### config.mk
export PLATFORM = sky130hd
export DESIGN_NAME = mem_arbiter_flat
export DESIGN_NICKNAME = d
export VERILOG_FILES = /design/src/rtl/mem_arbiter_pkg.sv /design/src/rtl/mem_arbiter_if.sv /design/src/rtl/mem_arbiter_rr_arbiter2.sv /design/src/rtl/mem_arbiter.sv /design/src/flat_wrapper.sv
export SDC_FILE = /design/constraint.sdc
export NUM_CORES = 1
export LEC_CHECK = 0
export ABC_AREA = 1
export CAP_MARGIN = 15
export CORE_AREA = 3 3 184 186
export CTS_BUF_LIST = sky130_fd_sc_hd__clkbuf_8
export CTS_CLUSTER_DIAMETER = 200
export DETAILED_ROUTE_END_ITERATION = 12
export DIE_AREA = 0 0 187 189
export SLEW_MARGIN = 20
export SYNTH_ARGS = -nofsm -noshare
export SYNTH_HDL_FRONTEND = slang
export SYNTH_SLANG_ARGS = --single-unit
### constraint.sdc
create_clock -name clk -period 2 [get_ports clk]
set_input_delay 0.6 -clock clk [delete_from_list [all_inputs] [get_ports clk]]
set_output_delay 0.6 -clock clk [all_outputs]
set_load 0.05 [all_outputs]
### src/rtl/mem_arbiter_pkg.sv
// -----------------------------------------------------------------------------
// mem_arbiter_pkg
// Shared types and constants for the I/D-cache to memory-bus arbiter.
//   state_t  : transaction FSM states
//   owner_t  : which cache currently holds the bus
//   READ_BIT : tag bit that marks a request as a read (1) or a write (0)
// -----------------------------------------------------------------------------
package mem_arbiter_pkg;

    localparam int unsigned WORDSIZE_DEF = 64;
    localparam int unsigned TAGWIDTH_DEF = 13;
    localparam int unsigned BEATS_DEF    = 8;
    localparam int unsigned READ_BIT     = 12;

    typedef enum logic [1:0] {
        S_IDLE,
        S_ADDR,
        S_READ_RESP,
        S_WRITE_DATA
    } state_t;

    typedef enum logic {
        OWN_I,
        OWN_D
    } owner_t;

    function automatic owner_t other_owner(input owner_t o);
        return (o == OWN_I) ? OWN_D : OWN_I;
    endfunction

endpackage

### src/rtl/mem_arbiter_if.sv
// -----------------------------------------------------------------------------
// mem_arbiter_if
// Request/response handshake bundle used on both the cache side and the
// memory side of the arbiter.
//   reqcyc/req/reqtag : request beat (address first, write data after)
//   reqack            : request beat accepted
//   respcyc/resp/resptag : response beat
//   respack           : response beat consumed
// Modports:
//   master : issues requests, consumes responses
//   slave  : accepts requests, produces responses
// -----------------------------------------------------------------------------
interface mem_arbiter_if
    import mem_arbiter_pkg::*;
#(
    parameter int unsigned WORDSIZE = WORDSIZE_DEF,
    parameter int unsigned TAGWIDTH = TAGWIDTH_DEF
);
    logic                reqcyc;
    logic [WORDSIZE-1:0] req;
    logic [TAGWIDTH-1:0] reqtag;
    logic                reqack;
    logic                respcyc;
    logic [WORDSIZE-1:0] resp;
    logic [TAGWIDTH-1:0] resptag;
    logic                respack;

    modport master (
        output reqcyc, req, reqtag, respack,
        input  reqack, respcyc, resp, resptag
    );

    modport slave (
        input  reqcyc, req, reqtag, respack,
        output reqack, respcyc, resp, resptag
    );
endinterface

### src/rtl/mem_arbiter_rr_arbiter2.sv
// -----------------------------------------------------------------------------
// rr_arbiter2
// Two-way round-robin grant between the I-cache and D-cache.
//   clk, reset : clock, synchronous active-high reset
//   req_i/req_d: request lines
//   take       : the current grant is being consumed this cycle
//   valid      : at least one requester
//   grant      : winning requester
// On a tie the pointer decides; after each consumed grant the pointer moves
// to the other requester. Reset favours the D-cache.
// -----------------------------------------------------------------------------
module rr_arbiter2
    import mem_arbiter_pkg::*;
(
    input  logic   clk,
    input  logic   reset,
    input  logic   req_i,
    input  logic   req_d,
    input  logic   take,
    output logic   valid,
    output owner_t grant
);
    owner_t prio;

    always_comb begin
        valid = req_i | req_d;
        if (req_i && req_d) begin
            grant = prio;
        end else if (req_d) begin
            grant = OWN_D;
        end else begin
            grant = OWN_I;
        end
    end

    always_ff @(posedge clk) begin
        if (reset) begin
            prio <= OWN_D;
        end else if (take && valid) begin
            prio <= other_owner(grant);
        end
    end
endmodule

### src/rtl/mem_arbiter.sv
// -----------------------------------------------------------------------------
// mem_arbiter
// Shares one memory bus between an I-cache and a D-cache. A transaction is an
// address beat followed by BEATS read-response or write-data beats; the bus
// stays locked to one cache for the whole transaction.
//   clk, reset : clock, synchronous active-high reset
//   icache     : I-cache port (slave side of the handshake)
//   dcache     : D-cache port (slave side of the handshake)
//   bus        : memory port (master side of the handshake)
// Request and response paths are combinational pass-throughs to the owner;
// the non-owner sees all-zero outputs.
// -----------------------------------------------------------------------------
module mem_arbiter
    import mem_arbiter_pkg::*;
#(
    parameter int unsigned WORDSIZE = WORDSIZE_DEF,
    parameter int unsigned TAGWIDTH = TAGWIDTH_DEF,
    parameter int unsigned BEATS    = BEATS_DEF
)(
    input logic           clk,
    input logic           reset,
    mem_arbiter_if.slave  icache,
    mem_arbiter_if.slave  dcache,
    mem_arbiter_if.master bus
);
    localparam int unsigned      CNTW = $clog2(BEATS) + 1;
    localparam logic [CNTW-1:0]  LAST = CNTW'(BEATS - 1);

    state_t          state;
    owner_t          owner;      // meaningful only outside S_IDLE
    logic [CNTW-1:0] count;
    logic            read_txn;   // READ flag captured at grant

    logic   gnt_valid;
    owner_t gnt;
    logic   in_idle;

    assign in_idle = (state == S_IDLE);

    rr_arbiter2 u_rr (
        .clk   (clk),
        .reset (reset),
        .req_i (icache.reqcyc),
        .req_d (dcache.reqcyc),
        .take  (in_idle),
        .valid (gnt_valid),
        .grant (gnt)
    );

    // Owner-side request/response signals
    logic                own_reqcyc;
    logic [WORDSIZE-1:0] own_req;
    logic [TAGWIDTH-1:0] own_reqtag;
    logic                own_respack;
    logic                req_phase;
    logic                resp_phase;
    logic                own_i;
    logic                own_d;
    logic                req_beat;
    logic                resp_beat;

    always_comb begin
        own_reqcyc  = (owner == OWN_D) ? dcache.reqcyc  : icache.reqcyc;
        own_req     = (owner == OWN_D) ? dcache.req     : icache.req;
        own_reqtag  = (owner == OWN_D) ? dcache.reqtag  : icache.reqtag;
        own_respack = (owner == OWN_D) ? dcache.respack : icache.respack;
        req_phase   = (state == S_ADDR) || (state == S_WRITE_DATA);
        resp_phase  = (state == S_READ_RESP);
        own_i       = !in_idle && (owner == OWN_I);
        own_d       = !in_idle && (owner == OWN_D);
        req_beat    = req_phase && own_reqcyc && bus.reqack;
        resp_beat   = resp_phase && bus.respcyc && own_respack;
    end

    assign bus.reqcyc   = req_phase && own_reqcyc;
    assign bus.req      = req_phase ? own_req    : '0;
    assign bus.reqtag   = req_phase ? own_reqtag : '0;
    assign bus.respack  = resp_phase && own_respack;

    assign icache.reqack  = req_phase && own_i && bus.reqack;
    assign dcache.reqack  = req_phase && own_d && bus.reqack;
    assign icache.respcyc = resp_phase && own_i && bus.respcyc;
    assign dcache.respcyc = resp_phase && own_d && bus.respcyc;
    assign icache.resp    = (resp_phase && own_i) ? bus.resp    : '0;
    assign dcache.resp    = (resp_phase && own_d) ? bus.resp    : '0;
    assign icache.resptag = (resp_phase && own_i) ? bus.resptag : '0;
    assign dcache.resptag = (resp_phase && own_d) ? bus.resptag : '0;

    always_ff @(posedge clk) begin
        if (reset) begin
            state    <= S_IDLE;
            owner    <= OWN_D;
            count    <= '0;
            read_txn <= 1'b0;
        end else begin
            case (state)
                S_IDLE: begin
                    if (gnt_valid) begin
                        owner    <= gnt;
                        read_txn <= (gnt == OWN_D) ? dcache.reqtag[READ_BIT]
                                                   : icache.reqtag[READ_BIT];
                        state    <= S_ADDR;
                    end
                end
                S_ADDR: begin
                    if (req_beat) begin
                        count <= '0;
                        state <= read_txn ? S_READ_RESP : S_WRITE_DATA;
                    end
                end
                S_READ_RESP: begin
                    if (resp_beat) begin
                        if (count == LAST) begin
                            count <= '0;
                            state <= S_IDLE;
                        end else begin
                            count <= count + CNTW'(1);
                        end
                    end
                end
                S_WRITE_DATA: begin
                    // A dropped reqcyc simply stalls here; there is no timeout.
                    if (req_beat) begin
                        if (count == LAST) begin
                            count <= '0;
                            state <= S_IDLE;
                        end else begin
                            count <= count + CNTW'(1);
                        end
                    end
                end
                default: state <= S_IDLE;
            endcase
        end
    end
endmodule

### src/flat_wrapper.sv
// flat-port wrapper written by rule: the top's interface ports become plain ports
module mem_arbiter_flat import mem_arbiter_pkg::*;
#(
    parameter int unsigned WORDSIZE = WORDSIZE_DEF,
    parameter int unsigned TAGWIDTH = TAGWIDTH_DEF,
    parameter int unsigned BEATS    = BEATS_DEF
)
  (clk, reset, icache_reqcyc, icache_req, icache_reqtag, icache_respack, icache_reqack, icache_respcyc, icache_resp, icache_resptag, dcache_reqcyc, dcache_req, dcache_reqtag, dcache_respack, dcache_reqack, dcache_respcyc, dcache_resp, dcache_resptag, bus_reqcyc, bus_req, bus_reqtag, bus_respack, bus_reqack, bus_respcyc, bus_resp, bus_resptag);
  mem_arbiter_if #(.WORDSIZE(WORDSIZE), .TAGWIDTH(TAGWIDTH)) icache_i ();
  mem_arbiter_if #(.WORDSIZE(WORDSIZE), .TAGWIDTH(TAGWIDTH)) dcache_i ();
  mem_arbiter_if #(.WORDSIZE(WORDSIZE), .TAGWIDTH(TAGWIDTH)) bus_i ();
  input logic clk;
  input logic reset;
  input wire logic [$bits(icache_i.reqcyc)-1:0] icache_reqcyc;
  input wire logic [$bits(icache_i.req)-1:0] icache_req;
  input wire logic [$bits(icache_i.reqtag)-1:0] icache_reqtag;
  input wire logic [$bits(icache_i.respack)-1:0] icache_respack;
  output wire logic [$bits(icache_i.reqack)-1:0] icache_reqack;
  output wire logic [$bits(icache_i.respcyc)-1:0] icache_respcyc;
  output wire logic [$bits(icache_i.resp)-1:0] icache_resp;
  output wire logic [$bits(icache_i.resptag)-1:0] icache_resptag;
  input wire logic [$bits(dcache_i.reqcyc)-1:0] dcache_reqcyc;
  input wire logic [$bits(dcache_i.req)-1:0] dcache_req;
  input wire logic [$bits(dcache_i.reqtag)-1:0] dcache_reqtag;
  input wire logic [$bits(dcache_i.respack)-1:0] dcache_respack;
  output wire logic [$bits(dcache_i.reqack)-1:0] dcache_reqack;
  output wire logic [$bits(dcache_i.respcyc)-1:0] dcache_respcyc;
  output wire logic [$bits(dcache_i.resp)-1:0] dcache_resp;
  output wire logic [$bits(dcache_i.resptag)-1:0] dcache_resptag;
  output wire logic [$bits(bus_i.reqcyc)-1:0] bus_reqcyc;
  output wire logic [$bits(bus_i.req)-1:0] bus_req;
  output wire logic [$bits(bus_i.reqtag)-1:0] bus_reqtag;
  output wire logic [$bits(bus_i.respack)-1:0] bus_respack;
  input wire logic [$bits(bus_i.reqack)-1:0] bus_reqack;
  input wire logic [$bits(bus_i.respcyc)-1:0] bus_respcyc;
  input wire logic [$bits(bus_i.resp)-1:0] bus_resp;
  input wire logic [$bits(bus_i.resptag)-1:0] bus_resptag;
  assign icache_i.reqcyc = icache_reqcyc;
  assign icache_i.req = icache_req;
  assign icache_i.reqtag = icache_reqtag;
  assign icache_i.respack = icache_respack;
  assign icache_reqack = icache_i.reqack;
  assign icache_respcyc = icache_i.respcyc;
  assign icache_resp = icache_i.resp;
  assign icache_resptag = icache_i.resptag;
  assign dcache_i.reqcyc = dcache_reqcyc;
  assign dcache_i.req = dcache_req;
  assign dcache_i.reqtag = dcache_reqtag;
  assign dcache_i.respack = dcache_respack;
  assign dcache_reqack = dcache_i.reqack;
  assign dcache_respcyc = dcache_i.respcyc;
  assign dcache_resp = dcache_i.resp;
  assign dcache_resptag = dcache_i.resptag;
  assign bus_reqcyc = bus_i.reqcyc;
  assign bus_req = bus_i.req;
  assign bus_reqtag = bus_i.reqtag;
  assign bus_respack = bus_i.respack;
  assign bus_i.reqack = bus_reqack;
  assign bus_i.respcyc = bus_respcyc;
  assign bus_i.resp = bus_resp;
  assign bus_i.resptag = bus_resptag;
  mem_arbiter #(.WORDSIZE(WORDSIZE), .TAGWIDTH(TAGWIDTH), .BEATS(BEATS)) u_core (.clk(clk), .reset(reset), .icache(icache_i), .dcache(dcache_i), .bus(bus_i));
endmodule
==> metrics <==
status=complete, but fails checks; failing checks=negative setup slack; max-cap violations=0; worst setup margin=-0.1562 ns; Setup Skew=0.006667 ns; Top Family by Delay on Critical Path=buffers and inverters; VDD IR max=between 0.5 and 0.6 mV; top cells by area, synth=nor2_1 46%, o21ai_0 16%, inv_1 13%; critical setup path kind=primary input to output pin; startpoint types=primary input; H-tree levels=1; vias per cell=between 3 and 4; via count=about 6k; Detail Placement HPWL=around 19 mm; CTS tree=done; grt met1 use=between 10% and 20%; Final setup viols=229; Post-synth EDFFs=0; Total GRT Usage=12.41%; Synth Register Bits=9; Detail Route Antenna Nets=0; total length of routed wires=27.97 mm; Clock Latency Late Sink=0.24 ns; Synthesis Warnings=0; Sequential cell area=188.9 um2; sequential share of the synthesized area=6.857%; Die Span X=187 um; DRC=0; syn nets=roughly 850; Filler Cell Count=3126; Routability Congestion=0.8085; CTS root buf=clkbuf_8; Crit path buffers/inverters=3; hold slack=0.4783 ns; slowest CP cell=clkdlybuf4s50_1; Data arrival, critical path=1.56 ns; wire length per cell=17.79 um; Syn Area/Cell=4.322 um2; I/O Buffers=475; # rows=66; post-layout min period=2.156 ns; Top FF cell, synth=dfxtp_1; ys async rst share=0%; clk buf depth=2; crit end category=output pin; busiest layer in global routing=met2; CTS Buf Count=3; vias in the first global route=5823; Synth Cell Area=0.002628 mm2; CP Cell Sequence=clkdlybuf4s50_1, inv_1, nor2_1, buf_6; Fmax=463.8 MHz; Initial Utilization=8.096%; crit-path max FO=2; final period utilization=107.8%; largest net degree at the start of global routing=46; area leader, netlist=nor2_1; M2 GR Usage=23.85%; count of cell types in the netlist=25; share of cells above drive strength 1=roughly 58%; count leader, synth=nor2_1; die area=0.03534 mm2; top cells by count, synth=323 x nor2_1, 90 x inv_1, 82 x o21ai_0, 33 x nand2_1, 29 x clkbuf_1; Static Leakage=between 0.005 and 0.006 uW; Mapped Cells=~610; top-area cell type share of the netlist area=46.14%; total gr overflow=0; unrepaired setup endpoints after global routing=true; Die H=189 um; Fin Setup TNS=-20.09 ns; Fin. Hold Viols=0; HP Class=flop to flop; Core Region=0.03245 mm2; GR met3 Demand/Resource=2.481%; drt first-iter violations=153; Pre-antenna DRT Iters=4; Clk pin slew, worst setup/hold paths=0.05 ns; Worst Max-Slew Pin Slew=0.3225 ns; initial antenna violation count=2; CTS sink count=9; worst rel slew slack=about 80%; PwrDens=~940 mW/mm2; CP required=1.40 ns; I/O pins=476; Synth-to-Final Area Change=390.8%; final slew viol count=0; slowest stage delay, CP=0.53 ns; Final #Nets=1369; area of the multi-input gates=around 0.0036 mm2; first-pass GRT wire length=34.53 mm
-- worst paths after layout --
| kind | start | end | slack (ns) | cells past startpoint |
|---|---|---|---|---|
| hold reg to reg | u_core.u_rr.prio | u_core.u_rr.prio | 0.48 | 2 |
| setup / recovery | bus_resptag[3] | dcache_resptag[3] | -0.16 | 4 |
| hold / removal | u_core.u_rr.prio | u_core.u_rr.prio | 0.48 | 2 |
| setup reg to reg | u_core.state[0] | u_core.count[0] | 0.08 | 12 |
-- layer usage --
layer / share of wire (%) / routed length, um
met3: 5.5 / 1541
met1: 39 / 10820
met5: 0 / 0
met4: 2.1 / 601
met2: 54 / 15010
-- power by group --
group          switching [uW]  internal, uW
logic                    6510          5110
clock network            83.1           135
registers                72.0           245
total                    6670          5490
-- worst register-to-register path, cell delays in order (launching register included) --
cell,delay [ns]
dfxtp_4,0.40
buf_12,0.20
clkinvlp_4,0.19
buf_4,0.16
buf_4,0.14
nor2_2,0.11
nand3_2,0.10
nand2_1,0.09
nand2_2,0.08
nor2_4,0.17
nand2_1,0.07
nand2_1,0.06
nor2_1,0.04
-- placed cells by master (no fill, tap or decap), types with 3 or more instances in the layout --
cell,count
a21oi_1,4
nand2_8,3
nor2_1,54
o21ai_1,17
nor2_2,133
inv_1,86
buf_12,209
clkbuf_16,14
dlygate4sd2_1,15
buf_6,54
o21ai_0,35
o21ai_4,10
nand2_4,3
nand3_1,4
nor2_4,140
clkbuf_8,3
inv_2,4
dlymetal6s2s_1,41
clkdlybuf4s50_1,182
buf_4,28
buf_16,10
dfxtp_1,6
o21ai_2,21
nand2_1,31
nor3_4,3
-- sequential cells by signal, indices dropped and copies added, names as in the netlist --
signal	count
u_core.count	4
u_core.state	2
u_core.owner	1
u_core.read_txn	1
u_core.u_rr.prio	1
-- per-stage QoR --
step / power (uW) / cell area [um2] / setup slack, ns / utilization (%) / instances
after floorplan: 5063 / 3128 / -0.2752 / - / 608
after global placement: 9551 / 10470 / -0.2229 / 32.27 / 1517
after detailed placement: 9630 / 10470 / -0.2340 / 32.27 / 1517
after CTS: 10610 / 11420 / -0.1664 / 35.19 / 1533
after global routing: 12680 / 12900 / -0.2299 / 39.74 / 1572
final: 12150 / 12900 / -0.1562 / 39.74 / 1572
-- cell families (layout without fill, tap and decap cells) --
| kind of cell | Yosys count | in the layout | synth area share, % |
|---|---|---|---|
| simple gates | 374 | 376 | 55.38 |
| buf+inv | 135 | 653 | 20.24 |
| fa+ha+maj | 1 | 1 | 0.4761 |
| compound gates | 89 | 89 | 17.05 |
| other cells | 0 | 2 | 0 |
| flops | 9 | 9 | 6.857 |
-- what timing repair did --
action / 4_1_cts / 5_1_grt
resized for setup: 216 / 270
setup endpoints to repair: 237 / 238
setup buffers: 7 / 19
hold buffers: 0 / 0
pin swaps: 14 / 52
cloned: 5 / 19
-- cell type report --
cell class | count | share of cell area (%)
clock inverter | 1 | 0.02911
tap | 442 | 4.288
timing repair buffer | 556 | 63.25
sequential | 9 | 1.465
inverter | 93 | 2.862
antenna | 2 | 0.03881
clock buffer | 3 | 0.3202
multi-input combinational | 466 | 27.75
No activity file was read; power rests on OpenSTA's default activity.
